==> config.mk <==
export PLATFORM = sky130hd
export DESIGN_NAME = counter_driver
export DESIGN_NICKNAME = d
export VERILOG_FILES = /design/src/rtl/counter_pkg.sv /design/src/rtl/counter_driver_fifo.sv /design/src/rtl/counter_driver.sv
export SDC_FILE = /design/constraint.sdc
export NUM_CORES = 1
export LEC_CHECK = 0
export CAP_MARGIN = 5
export CORE_AREA = 2 2 166 168
export DETAILED_ROUTE_END_ITERATION = 8
export DIE_AREA = 0 0 168 170
export PLACE_DENSITY = 0.68
export SYNTH_ARGS = -nofsm -noshare
export SYNTH_HDL_FRONTEND = slang
export SYNTH_HIERARCHICAL = 1
export SYNTH_SLANG_ARGS = --single-unit
==> constraint.sdc <==
create_clock -name clk_i -period 5.6 [get_ports clk_i]
set_clock_uncertainty 0.15 [all_clocks]
set_input_delay 0.56 -clock clk_i [delete_from_list [all_inputs] [get_ports clk_i]]
set_output_delay 0.56 -clock clk_i [all_outputs]
set_load 0.02 [all_outputs]
==> src/rtl/counter_pkg.sv <==
// ---- counter_pkg : shared types for the counter driver (rev 1.0) ----
`default_nettype none
package counter_pkg;

  typedef enum logic [1:0] {
    IDLE   = 2'd0,
    ISSUED = 2'd1,
    RESP   = 2'd2
  } state_e;

  // A zero delay would make the counter wrap to its full range.
  localparam int unsigned c_min_cycles = 1;

endpackage
`default_nettype wire

==> src/rtl/counter_driver_fifo.sv <==
// ---- counter_driver_fifo : els_p-deep request FIFO, valid/ready push, head peek + pop (rev 1.0) ----
`default_nettype none
module counter_driver_fifo #(
  parameter int width_p = 8,
  parameter int els_p   = 4
) (
  input  logic               clk_i,
  input  logic               reset_i,
  input  logic               v_i,
  input  logic [width_p-1:0] data_i,
  output logic               ready_o,
  output logic               v_o,
  output logic [width_p-1:0] data_o,
  input  logic               yumi_i
);

  localparam int c_ptr_w = $clog2(els_p);
  localparam logic [c_ptr_w:0] c_full = (c_ptr_w + 1)'(els_p);

  logic [width_p-1:0] mem_q [els_p];
  logic [c_ptr_w-1:0] rd_q, rd_d, wr_q, wr_d;
  logic [c_ptr_w:0]   cnt_q, cnt_d;
  logic               push_w, pop_w;

  assign ready_o = (cnt_q != c_full);
  assign v_o     = (cnt_q != '0);
  assign data_o  = mem_q[rd_q];
  assign push_w  = v_i & ready_o;
  assign pop_w   = yumi_i & v_o;

  always_comb begin
    rd_d  = rd_q;
    wr_d  = wr_q;
    cnt_d = cnt_q;
    if (push_w) wr_d = wr_q + 1'b1;
    if (pop_w)  rd_d = rd_q + 1'b1;
    if (push_w && !pop_w)      cnt_d = cnt_q + 1'b1;
    else if (pop_w && !push_w) cnt_d = cnt_q - 1'b1;
  end

  always_ff @(posedge clk_i) begin
    if (reset_i) begin
      rd_q  <= '0;
      wr_q  <= '0;
      cnt_q <= '0;
    end else begin
      rd_q  <= rd_d;
      wr_q  <= wr_d;
      cnt_q <= cnt_d;
    end
  end

  // Storage is not reset; the occupancy count decides what is valid.
  always_ff @(posedge clk_i) begin
    if (push_w) mem_q[wr_q] <= data_i;
  end

endmodule
`default_nettype wire

==> src/rtl/counter_driver.sv <==
// ---- counter_driver : issues buffered requests to the delay counter, checks and times the results (rev 1.0) ----
`default_nettype none
module counter_driver
  import counter_pkg::*;
#(
  parameter int cycles_width_p = 8,
  parameter int width_p        = 8,
  parameter int els_p          = 4,
  parameter int stat_width_p   = 32
) (
  input  logic                      clk_i,
  input  logic                      reset_i,
  input  logic                      in_v_i,
  output logic                      in_ready_o,
  input  logic [cycles_width_p-1:0] in_cycles_i,
  input  logic [width_p-1:0]        in_data_i,
  output logic                      cnt_v_o,
  output logic [cycles_width_p-1:0] cnt_cycles_o,
  output logic [width_p-1:0]        cnt_data_o,
  input  logic                      cnt_yumi_i,
  input  logic                      ret_v_i,
  input  logic [width_p-1:0]        ret_data_i,
  output logic                      ret_ready_o,
  output logic                      out_v_o,
  output logic [width_p-1:0]        out_data_o,
  output logic [stat_width_p-1:0]   out_latency_o,
  input  logic                      out_ready_i,
  output logic                      err_o,
  output logic [stat_width_p-1:0]   issued_o,
  output logic [stat_width_p-1:0]   done_o,
  output logic [stat_width_p-1:0]   max_lat_o
);

  typedef struct packed {
    logic [cycles_width_p-1:0] cycles;
    logic [width_p-1:0]        data;
  } req_t;

  req_t push_req_w, head_w;
  logic fifo_v_w;

  state_e state_q, state_d;

  logic [width_p-1:0]      expect_q, expect_d;
  logic [stat_width_p-1:0] elapsed_q, elapsed_d;
  logic [width_p-1:0]      out_data_q, out_data_d;
  logic [stat_width_p-1:0] out_lat_q, out_lat_d;
  logic                    err_q, err_d;
  logic [stat_width_p-1:0] issued_q, issued_d, done_q, done_d, max_q, max_d;
  logic [stat_width_p-1:0] lat_w;
  logic                    issue_w, ret_fire_w, out_fire_w;

  always_comb begin
    push_req_w.cycles = (in_cycles_i == '0) ? cycles_width_p'(c_min_cycles) : in_cycles_i;
    push_req_w.data   = in_data_i;
  end

  counter_driver_fifo #(
    .width_p ($bits(req_t)),
    .els_p   (els_p)
  ) u_fifo (
    .clk_i   (clk_i),
    .reset_i (reset_i),
    .v_i     (in_v_i),
    .data_i  (push_req_w),
    .ready_o (in_ready_o),
    .v_o     (fifo_v_w),
    .data_o  (head_w),
    .yumi_i  (issue_w)
  );

  always_ff @(posedge clk_i) begin
    if (reset_i) state_q <= IDLE;
    else         state_q <= state_d;
  end

  always_comb begin
    state_d = state_q;
    case (state_q)
      IDLE:    if (cnt_yumi_i && fifo_v_w) state_d = ISSUED;
      ISSUED:  if (ret_v_i)                state_d = RESP;
      RESP:    if (out_ready_i)            state_d = IDLE;
      default:                             state_d = IDLE;
    endcase
  end

  // Head fields are gated so stale FIFO storage never reaches the counter.
  always_comb begin
    cnt_v_o      = (state_q == IDLE) && fifo_v_w;
    cnt_cycles_o = cnt_v_o ? head_w.cycles : '0;
    cnt_data_o   = cnt_v_o ? head_w.data   : '0;
    ret_ready_o  = (state_q == ISSUED);
    out_v_o      = (state_q == RESP);
  end

  assign issue_w    = cnt_yumi_i & cnt_v_o;
  assign ret_fire_w = ret_v_i & ret_ready_o;
  assign out_fire_w = out_v_o & out_ready_i;
  assign lat_w      = (&elapsed_q) ? elapsed_q : elapsed_q + 1'b1;

  always_comb begin
    expect_d   = expect_q;
    elapsed_d  = elapsed_q;
    out_data_d = out_data_q;
    out_lat_d  = out_lat_q;
    err_d      = err_q;
    issued_d   = issued_q;
    done_d     = done_q;
    max_d      = max_q;
    if (issue_w) begin
      expect_d  = head_w.data;
      elapsed_d = '0;
      issued_d  = issued_q + 1'b1;
    end else if (ret_ready_o && !(&elapsed_q)) begin
      elapsed_d = elapsed_q + 1'b1;
    end
    if (ret_fire_w) begin
      out_data_d = ret_data_i;
      out_lat_d  = lat_w;
      if (ret_data_i != expect_q) err_d = 1'b1;
      if (lat_w > max_q)          max_d = lat_w;
    end
    if (out_fire_w) done_d = done_q + 1'b1;
  end

  always_ff @(posedge clk_i) begin
    if (reset_i) begin
      expect_q   <= '0;
      elapsed_q  <= '0;
      out_data_q <= '0;
      out_lat_q  <= '0;
      err_q      <= 1'b0;
      issued_q   <= '0;
      done_q     <= '0;
      max_q      <= '0;
    end else begin
      expect_q   <= expect_d;
      elapsed_q  <= elapsed_d;
      out_data_q <= out_data_d;
      out_lat_q  <= out_lat_d;
      err_q      <= err_d;
      issued_q   <= issued_d;
      done_q     <= done_d;
      max_q      <= max_d;
    end
  end

  assign out_data_o    = out_data_q;
  assign out_latency_o = out_lat_q;
  assign err_o         = err_q;
  assign issued_o      = issued_q;
  assign done_o        = done_q;
  assign max_lat_o     = max_q;

endmodule
`default_nettype wire

### Word-level counts from Yosys, hierarchy flattened

Memory sizes are Yosys's and may differ from the RTL's. A register that Yosys moved wholly into a read port is not among the register bits.
Cells that the tools add are included.

| word-level totals | value |
|---|---|
| flip-flop bits (word level) | 186 |
| bits in writable memories | 64 |
| bits of input ports | 30 |
| output and inout port bits | 157 |
| memories | 1 |

Memory list:

| name | depth | width | rd ports | clocked after Yosys merged registers in | wr ports | RTL line | RTL |
|---|---|---|---|---|---|---|---|
| u_fifo.mem_q | 4 | 16 | 1 | 1 | 1 | counter_driver_fifo.sv:20 | `logic [width_p-1:0] mem_q [els_p];` |

| operators by class | value |
|---|---|
| add/subtract/negate cells | 7 |
| $lt $le $gt $ge | 1 |
| equal/unequal tests | 7 |
| multiplexer cells | 14 |
| bitwise logic cells | 5 |
| reductions and logical operators | 17 |

Operators by type and width:

| operator | number |
|---|---|
| $add A32 B1 Y32 const B | 3 |
| $gt A32 B32 Y1 | 1 |
| $mux W32 | 1 |
| $reduce_and A32 Y1 | 1 |
| $mux W8 | 3 |
| $mux W2 | 5 |
| $logic_not A8 Y1 | 1 |
| $ne A8 B8 Y1 | 1 |
| $mux W3 | 2 |
| $pmux W2 S3 | 1 |
| $and A1 B1 Y1 | 5 |
| $logic_and A1 B1 Y1 | 5 |
| $add A2 B1 Y2 const B | 2 |
| $ne A2 B2 Y1 const B | 2 |
| $reduce_and A2 Y1 | 2 |
| $add A3 B1 Y3 const B | 1 |
| $logic_not A1 Y1 | 3 |
| $ne A3 B3 Y1 const B | 1 |
| $reduce_and A3 Y1 | 1 |
| $reduce_bool A3 Y1 | 1 |
| $sub A3 B1 Y3 const B | 1 |
| $eq A2 B1 Y1 const B | 1 |
| $eq A2 B2 Y1 const B | 1 |
| $logic_not A2 Y1 | 1 |
| other kinds (4) | 5 |

### Depth between registers and ports, before layout

| logic depth | value |
|---|---|
| depth in word-level cells | 7 |
| mapped depth | 16 |
| mapped depth without buffers | 14 |

### Modules after synthesis

The synthesis kept the hierarchy.

Modules (own cells, without submodules):

| module | times used | cells each | area an instance (sq um) |
|---|---|---|---|
| counter_driver | 1 | 1084 | 9047.4 |
| counter_driver_fifo | 1 | 132 | 2824.0 |

### Worst setup path after synthesis

No wires, ideal clock.

| path | value |
|---|---|
| path type | register -> register |
| from | register elapsed_q[0] |
| to | register max_q[10], in the netlist max_lat_o[10] |
| setup time | 116 ps |
| arrival time | 3410 ps |
| setup slack | 1924 ps |
| cell stages (with the launch flop) | 15 |
| period minus slack after synthesis | 3676 ps |
| path through | dfxtp_1 > ha_1 > and3_1 > buf_4 > nand4_4 > or3_4 > mux2_2 > ha_1 > nor2b_1 > o211ai_1 > a2111oi_1 > o31a_1 > nor2_2 > buf_6 > o211a_1 |

| between the ends | value |
|---|---|
| longest elaborated chain between the ends | 4 |
| elaborated cells between the ends (all ways) | 5 |
| classes of those cells | add/sub (1); order compare (1); mux (1); reduce/logical (2) |

RTL lines:

| item | RTL line | RTL |
|---|---|---|
| start, declared | counter_driver.sv:45 | `logic [stat_width_p-1:0] elapsed_q, elapsed_d;` |
| start signal, assigned | counter_driver.sv:138 | `elapsed_q <= elapsed_d;` |
| $add A32 B1 Y32 / $reduce_and A32 Y1 (equally long branches) | counter_driver.sv:99 | `assign lat_w = (&elapsed_q) ? elapsed_q : elapsed_q + 1'b1;` |
| $mux W32 * | counter_driver.sv:99 |  |
| named net lat_w[1] | counter_driver.sv:50 | `logic [stat_width_p-1:0] lat_w;` |
| $gt A32 B32 Y1 * | counter_driver.sv:121 | `if (lat_w > max_q) max_d = lat_w;` |
| $reduce_and A2 Y1 (no source line) * | n/a |  |
| end signal, assigned | counter_driver.sv:144 | `max_q <= max_d;` |
| end, declared | counter_driver.sv:49 | `logic [stat_width_p-1:0] issued_q, issued_d, done_q, done_d, max_q, max_d;` |

Mark *: on every way through the listed nets, which the timed path passes. The rest lies on a longest branch.
A chain may end at the register's enable or synchronous reset.

### Worst setup path in the final report

| path | value |
|---|---|
| from | register elapsed_q[0] |
| to | register max_q[6], in the netlist max_lat_o[6] |

Same word-level chain as after synthesis.

==> results.txt <==
Hold crit path type -> reg -> reg
Initial DRC Count -> 714
Fillers -> 2343
Synth Cell Area -> 0.0119 mm2
Via/cell ratio -> 5.38
H-tree depth reported by CTS -> 1
Rel. slew slack -> 0.212
Primary FF master, synth -> dfxtp_1
Setup TNS -> 0 ps
Post-CTS Setup Bufs -> 0
Crit path time final -> 4620 ps
Worst slew pin tran -> 1180 ps
Pwr per Cell Area -> 396 mW/mm2
Sequential cell area -> 0.00569 mm2
Remaining global-route overflow -> 0
Most common cell in the netlist -> dfxtp_1
Endpoints failing setup -> 0
Peak supply drop -> 0.318 mV
Vias in the first global route -> 8852
Mux cell area share after synthesis -> 0.0430
Die area -> 0.0286 mm2
Switching Share -> 0.300
Vias after detailed routing -> 9314
CP startpoint kind -> register
Status -> finished clean
Leading area contributor after synthesis -> dfxtp_1
Family with the most delay on the worst path -> simple AND/OR/NAND/NOR gates
Final core occ -> 0.562
Crit path arrival time -> 4890 ps
Die H -> 170 um
Cell variety after synth -> 66
Highest Clock Rate -> 0.217 GHz
Tot GR Track Use -> 0.207
Crit-path max FO -> 39
Synth Area in Adders -> 0.0438
CTS buffer count -> 29
Number of buffers added on ports -> 186
DRC viols -> 0
Critical Path Max Stage Delay -> 630 ps
Worst-path clk slew -> 60 ps
CTS Hold Bufs -> 0
Global-route wire length before repair -> 47800 um
Clock root cell -> clkbuf_16
Later-pin clock latency in the skew report -> 530 ps
Largest family of logic cells by synthesized area -> simple AND/OR/NAND/NOR gates
Power share of the combinational group -> 0.256
Max Slew Vio Count -> 0
Die W -> 168 um
Layout cells sized above 1 -> 0.0756
Synth Area in Simple Gates -> 0.213
NetSw -> 0.00178 W
Register share of total power -> 0.371
DP HPWL -> 21100 um
Most frequent CP cell -> ha_1
Fin crit share -> 0.825
Area share of the largest cell type after synthesis -> 0.317
Crit. End Element -> register
Wire length per cell -> 17.4 um
DP Cell Count -> 1677
Drt total wl -> 30000 um
Post-synth top cells -> dfxtp_1 (188), nand2_1 (130), nor2_1 (127), xor2_1 (72), a21oi_1 (65)
CTS tree -> done
Initial core utilization -> 0.445
Antenna violations before repair -> 1
Worst path required time -> 5870 ps
Synth warn -> 6
Post-Synth XOR/XNOR Area -> 0.0804
Sequential fraction of the synthesis area -> 0.479
Core area -> 0.0267 mm2
Core Rows -> 60
#FFs+latches synth -> 252
Slowest stage cell, crit path -> or3_4
Post-synthesis compound-gate area fraction -> 0.0941
Max Root-Sink Buffers -> 3
Lkg Pwr -> 5.55 nW
Gate Count Post-Synth -> 1216
EDFF count, synth -> 64
DR pass1 iterations -> 5
Critical path cell sequence -> ha_1, and3_1, nand4_4, or3_4, mux2_2, ha_1, nor2b_1, o211ai_1, a2111oi_1, o31a_1, nor2_2, o211a_1
Hold Fails Final Rpt -> 0
Area occupied by multi-input gates -> 0.00563 mm2
Post-Syn Nets -> 1287
Ports -> 187
Asr flop ratio synth -> 0
Worst Setup Path Type -> reg -> reg
RSZ-0062 raised after global routing -> no
Final Wtd Congestion -> 0.852
Clk network pwr share -> 0.372
Final Non-Filler Cells -> 1730
Avg Cell Area, Syn -> 9.76 um2
Top post-synthesis cells by area -> dfxtp_1 (32%), edfxtp_1 (16%), xor2_1 (5.3%)
Antenna-violating nets left -> 0
Diode count -> 0
Area grow syn2layout -> 26.2%
Clock sink count -> 252
Final nets -> 1438
Max Cap Viol -> 0
Largest net degree at the start of global routing -> 88
Post_cts resized -> 0
Internal power -> 0.00416 W
CP bufs+invs -> 0
[flip-flops by register name, indices dropped and copies added, names as in the netlist, named ones only]
name and flops:
state_q 2, done_o 32, expect_q 8, u_fifo/mem_q 64, u_fifo/rd_q 2, err_o 1
elapsed_q 32, out_data_o 8, issued_o 32, u_fifo/wr_q 2, out_latency_o 32, max_lat_o 32
u_fifo/cnt_q 3
[worst paths after layout]
kind / startpoint / to / slack [ps] / cells after the start
worst max-delay path: elapsed_q[0]$_SDFFE_PP0P_ / max_lat_o[6]$_SDFFE_PP0P_ / 980 / 12
worst min-delay path: out_latency_o[7]$_SDFFE_PP0P_ / out_latency_o[7]$_SDFFE_PP0P_ / 300 / 2
worst max register to register: elapsed_q[0]$_SDFFE_PP0P_ / max_lat_o[6]$_SDFFE_PP0P_ / 980 / 12
worst min register to register: out_latency_o[7]$_SDFFE_PP0P_ / out_latency_o[7]$_SDFFE_PP0P_ / 300 / 2
[power by group through the flow]
| stage | combinational [W] | sequential, W | clock [W] |
|---|---|---|---|
| floorplan | 0.000900 | 0.00229 | 0 |
| finish | 0.00152 | 0.00220 | 0.00221 |
| detailed placement | 0.00152 | 0.00225 | 0 |
| global route | 0.00166 | 0.00223 | 0.00232 |
| CTS | 0.00153 | 0.00221 | 0.00225 |
| global placement | 0.00151 | 0.00224 | 0 |
[layout by cell type (no fill, tap or decap), types with 11 or more instances in the layout]
cell / count
and4_1: 14
o21ai_0: 26
xnor2_1: 37
nor2_1: 127
inv_1: 51
nand3_1: 55
nand2_1: 130
dfxtp_1: 188
xor2_1: 72
a21oi_1: 65
and2_1: 28
a211oi_1: 11
clkdlybuf4s50_1: 185
ha_1: 40
or3_1: 19
edfxtp_1: 64
clkbuf_16: 29
and3_1: 19
nand4_1: 38
o211a_1: 16
nor3_1: 22
a311oi_1: 18
[worst min-delay path: stages, from the launching register on]
cell and delay, ps:
dfxtp_1 310, nand2_1 50, a21oi_1 50
[metrics by stage]
stage	instance area, um2	setup WS (ps)	power [W]	hold WS [ps]
2_1_floorplan	11900	1920	0.00319	298
3_3_place_gp	13800	1120	0.00375	293
3_5_place_dp	13800	987	0.00377	297
4_1_cts	15000	974	0.00599	305
5_1_grt	15000	618	0.00621	321
6_report	15000	981	0.00593	304
[cell type report]
class                           count  share of cell area
Sequential cell                   252               0.379
Multi-Input combinational cell    840               0.376
Timing Repair Buffer              192               0.127
Clock buffer                       31              0.0503
Tap cell                          341              0.0285
Clock inverter                     22              0.0257
Inverter                           52              0.0131
[routing by layer]
layer / track usage / vias up / routed length, um
met4: 0.0624 / 2 / 830
met3: 0.0333 / 54 / 1670
met2: 0.333 / 255 / 13800
li1: - / 4589 / -
met1: 0.286 / 4414 / 13700
met5: 0 / - / 13
[cell families after synthesis]
| group | count (synthesis) |
|---|---|
| xor+xnor | 109 |
| fa+ha+maj | 41 |
| compound gates | 166 |
| simple gates | 496 |
| mux | 28 |
| flops | 252 |
| buf+inv | 124 |
Power figures use the tool's default switching activity.
==> variant 1: new RTL, same flow settings <==
`width_p` is set to 8 in 2 places; all go to 7.
--- a/src/rtl/counter_driver_fifo.sv
+++ b/src/rtl/counter_driver_fifo.sv
@@ -1,7 +1,7 @@
 // ---- counter_driver_fifo : els_p-deep request FIFO, valid/ready push, head peek + pop (rev 1.0) ----
 `default_nettype none
 module counter_driver_fifo #(
-  parameter int width_p = 8,
+  parameter int width_p = 7,
   parameter int els_p   = 4
 ) (
   input  logic               clk_i,
--- a/src/rtl/counter_driver.sv
+++ b/src/rtl/counter_driver.sv
@@ -4,7 +4,7 @@
   import counter_pkg::*;
 #(
   parameter int cycles_width_p = 8,
-  parameter int width_p        = 8,
+  parameter int width_p        = 7,
   parameter int els_p          = 4,
   parameter int stat_width_p   = 32
 ) (
Ports: changed (resized cnt_data_o, in_data_i, out_data_o and ret_data_i); port bits go from 187 to 183. The function was not compared with the original's and may differ.
==> variant 1 against the original RTL <==
Sequential share of layout area is 0.11 points lower. Total power is 11% lower. Wire length is 3.9% higher. Count of clock-buffer cells in the layout is 7 higher. Worst setup slack worse by 660 ps. Sequential cell count is 6 lower. Critical path depth is 1 higher. Synthesized area is 2.6% lower. Final area is 2.5% lower. Highest routed layer is now met4.
==> variant 1: results <==
metrics = {
    "cells_and_area": {
        "nNetsFinal": 1447,
        "drive_above_1_share_pct": 7.79,
    },
    "synth": {
        "synth.area.mux_share_pct": 4.09,
        "yosysSeqAreaShare_pct": 47.8,
        "synth_xor_area_share_pct": 8.33,
        "yosys.area_share.adder_pct": 4.50,
        "synth_cell_types": 60,
        "synth_compound_area_share_pct": 9.72,
        "synth.net_count": 1285,
        "synth_edf_count": 60,
        "synth_common_cells": "dfxtp_1 (186), nand2_1 (139), nor2_1 (130)",
    },
    "power_and_ir_drop": {
        "p_leak_uw": 0.00509,
        "internal_power_uw": 3680,
        "peakVddDrop_v": 0.000294,
    },
    "detailed_routing": {
        "wire_per_inst_um": 17.9,
        "wl_met1_um": 14000,
        "viasPerCell": 5.46,
        "drt_iter0_drc": 657,
        "wl_met2_um": 14700,
        "top_layer_used": "met4",
    },
    "placed_design": {
        "port_buffers": 182,
        "place_ws_ps": 414,
    },
    "worst_setup_path": {
        "arrival_ps": 5510,
        "path_max_fanout": 20,
        "critPathMaxStageDelay_ps": 720,
    },
    "timing": {
        "worstMarginPinSlew_ps": 1180,
    },
    "global_routing": {
        "grt_antenna_before_repair": 0,
        "grt_usage_pct": 21.3,
        "grt_pass1_vias": 9002,
    },
    "outcome": {
        "status": "complete, no violations",
    },
}
==> variant 1: cell types whose count changed after synthesis, sizes merged, moves of 8 or more <==
cell and change:
and3 -9, buf -11, nand3 -8, nor3 +18
o211a -16, or2 +8, xnor2 +13, xor2 -12
==> variant 1: cell type report <==
| type | count | area share (%) |
|---|---|---|
| Sequential cell | 246 | 37.8 |
| Inverter | 52 | 1.34 |
| Clock buffer | 38 | 5.47 |
| Timing Repair Buffer | 200 | 13.5 |
| Multi-Input combinational cell | 851 | 38.0 |
| Tap cell | 341 | 2.92 |
| Clock inverter | 12 | 0.942 |
==> variant 1: routing by layer <==
| layer | global-route usage, % | up-vias |
|---|---|---|
| li1 | - | 4598 |
| met1 | 28.5 | 4574 |
| met2 | 36.0 | 273 |
| met4 | 6.20 | 0 |
| met3 | 3.19 | 53 |
| met5 | 0 | - |
==> variant 1: cells by family (layout without fill, tap and decap cells) <==
family	after synthesis	in the layout
multiplexers	26	26
AND/OR/NAND/NOR	506	506
AO/OA/AOI/OAI	168	168
XOR/XNOR	110	110
adder cells (fa/ha/maj)	41	41
buffers and inverters	119	302
flip-flops	246	246
==> variant 1: worst min-delay path: cells and delay by family (launching register included) <==
| family | cells | cell delay [ps] |
|---|---|---|
| compound gates | 1 | 50 |
| simple gates | 1 | 50 |
| flops | 1 | 310 |
==> variant 1: power groups by stage <==
| stage | clock network (uW) | registers, uW | logic, uW |
|---|---|---|---|
| 6_report | 1840 | 2110 | 1320 |
| 5_1_grt | 1960 | 2130 | 1440 |
| 4_1_cts | 1880 | 2110 | 1330 |
| 2_1_floorplan | 0 | 2170 | 780 |
| 3_5_place_dp | 0 | 2140 | 1320 |
| 3_3_place_gp | 0 | 2140 | 1310 |
==> variant 1: worst paths after layout <==
check           startpoint  cells after the start             to  slack [ps]
max           elapsed_q[0]                     13  max_lat_o[12]         320
min reg2reg  out_data_o[3]                      2  out_data_o[3]         310
max reg2reg   elapsed_q[0]                     13  max_lat_o[12]         320
min          out_data_o[3]                      2  out_data_o[3]         310
==> variant 1: through the flow <==
| step | area, sq um | utilization, % | cells | total power (uW) | hold WS, ps |
|---|---|---|---|---|---|
| 2_1_floorplan | 11600 | - | 1216 | 2950 | 298 |
| 3_3_place_gp | 13700 | 51.3 | 1690 | 3450 | 295 |
| 3_5_place_dp | 13700 | 51.3 | 1690 | 3470 | 298 |
| 4_1_cts | 14600 | 54.8 | 1740 | 5320 | 306 |
| 5_1_grt | 14600 | 54.8 | 1740 | 5520 | 322 |
| 6_report | 14600 | 54.8 | 1740 | 5270 | 306 |
==> variant 2: new RTL, config.mk and constraints unchanged <==
Made on the original files. Encoding of `state_e`: now one-hot (3 bits for 3 states).
--- a/src/rtl/counter_pkg.sv
+++ b/src/rtl/counter_pkg.sv
@@ -2,10 +2,10 @@
 `default_nettype none
 package counter_pkg;
 
-  typedef enum logic [1:0] {
-    IDLE   = 2'd0,
-    ISSUED = 2'd1,
-    RESP   = 2'd2
+  typedef enum logic [2:0] {
+    IDLE   = 3'b001,
+    ISSUED = 3'b010,
+    RESP   = 3'b100
   } state_e;
 
   // A zero delay would make the counter wrap to its full range.
Behaviour: same outputs for any inputs over 4 cycles, from zero or initial values and one cycle with reset_i high; so few cycles prove little.
==> variant 2 against the original RTL <==
Combinational power decreased by 37%. First-iteration DRC count increased by 18%. Worst setup slack got worse by 260 ps. Cell count increased by 0.58%. Wire length increased by 4.0%. Total power decreased by 16%. Final area decreased by 0.52%. Synthesized area increased by 0.40%. Synthesized cell count increased by 1.1%. Clock power decreased by 13%. Count of clock-buffer cells in the layout increased by 8. Sequential cell count increased by 1. Highest routed layer is now met4.
==> variant 2: results <==
metrics = {
    "outcome": {
        "status": "complete, no violations",
    },
    "global_routing": {
        "grt_pass1_wl_um": 49800,
        "grt_pass1_vias": 9184,
        "grt_max_degree": 103,
        "grt_usage_pct": 21.6,
        "grt_antenna_before_repair": 0,
    },
    "cells_and_area": {
        "nNetsFinal": 1449,
        "drive_above_1_share_pct": 6.36,
        "num_antenna_cells": 0,
        "fill_cells": 2307,
    },
    "worst_setup_path": {
        "critPathMaxStageDelay_ps": 650,
        "arrival_ps": 5100,
        "path_max_fanout": 16,
        "cp_slowest_cell": "nor4_2",
        "reg2reg_slack_ps": 720,
        "critPathTopFamily": "simple AND/OR/NAND/NOR gates",
    },
    "detailed_routing": {
        "wl_met2_um": 14600,
        "wirelength_um": 31200,
        "wl_met1_um": 13700,
        "top_layer_used": "met4",
        "drt_iter0_drc": 842,
        "route.met3.wl_um": 2060,
        "viasPerCell": 5.53,
    },
    "timing": {
        "min_period_over_period_pct": 87.1,
        "worstMarginPinSlew_ps": 1110,
    },
    "synth": {
        "synth.net_count": 1300,
        "yosysSeqAreaShare_pct": 47.9,
        "synth_cell_types": 70,
        "ys_warn_count": 6,
        "synth_common_cells": "dfxtp_1 (189), nor2_1 (128), nand2_1 (107)",
        "synth_area_leaders": "dfxtp_1 (32%), edfxtp_1 (16%), xor2_1 (5.1%)",
    },
    "power_and_ir_drop": {
        "peakVddDrop_v": 0.000256,
        "p_leak_uw": 0.00542,
    },
    "placed_design": {
        "place_ws_ps": 793,
        "gp_congestion": 0.856,
        "port_buffers": 186,
        "place_area_sq_um": 13900,
        "hpwl_um": 21800,
    },
    "hold_path": {
        "hold_class": "flop to flop",
    },
    "cts": {
        "clk_latency_ps": 550,
        "cts_buffers": 28,
    },
}
==> variant 2: cell count changes after synthesis, moves of 6 or more <==
cell and delta:
nor4_1 +6, and3_1 +10, inv_1 +8, and2_1 -7
o211a_1 -10, xnor2_1 -7, a22o_1 +8, nand2_1 -23
o21ai_0 +14
==> variant 2: layer usage <==
metal | global-route usage [%] | vias to the layer above
li1 | - | 4653
met1 | 28.9 | 4630
met2 | 36.2 | 296
met3 | 3.91 | 49
met4 | 6.09 | 0
met5 | 0 | -
==> variant 2: final timing paths <==
kind,startpoint,endpoint,depth (start not counted)
max,elapsed_q[0],max_lat_o[19],14
min,out_latency_o[28],out_latency_o[28],2
max reg2reg,elapsed_q[0],max_lat_o[19],14
min reg2reg,out_latency_o[28],out_latency_o[28],2
==> variant 2: final cells by class <==
type                    instances  share of cell area (%)
clock buffers                  39                    5.18
clock inverters                12                    1.41
multi-input cells             838                    37.7
repair buffers                197                    13.0
flip-flops and latches        253                    38.3
inverters                      60                    1.52
well taps                     341                    2.86
==> variant 2: per-stage QoR <==
stage / utilization, % / hold slack [ps] / std cells
CTS: 55.9 / 304 / 1740
detailed placement: 52.3 / 296 / 1689
global route: 55.9 / 327 / 1740
floorplan: - / 312 / 1229
finish: 55.9 / 302 / 1740
global placement: 52.3 / 293 / 1689
==> variant 2: cell families (layout without fill, tap and decap cells) <==
logic type | count (synthesis) | in the layout | share of synthesized area (%)
adder cells (fa/ha/maj) | 41 | 41 | 4.37
AO/OA/AOI/OAI | 194 | 194 | 10.7
buffers and inverters | 138 | 308 | 4.99
AND/OR/NAND/NOR | 474 | 474 | 20.4
XOR/XNOR | 99 | 99 | 7.27
multiplexers | 30 | 30 | 4.44
flip-flops | 253 | 253 | 47.9
==> variant 2: worst min-delay path, stage by stage, from the launching register on <==
cell     delay, ps
dfxtp_1        300
nand2_1         50
a21oi_1         50
==> variant 2: power by group <==
| group | switching, uW | internal (uW) |
|---|---|---|
| combinational | 538 | 425 |
| sequential | 110 | 2000 |
| clock | 740 | 1190 |
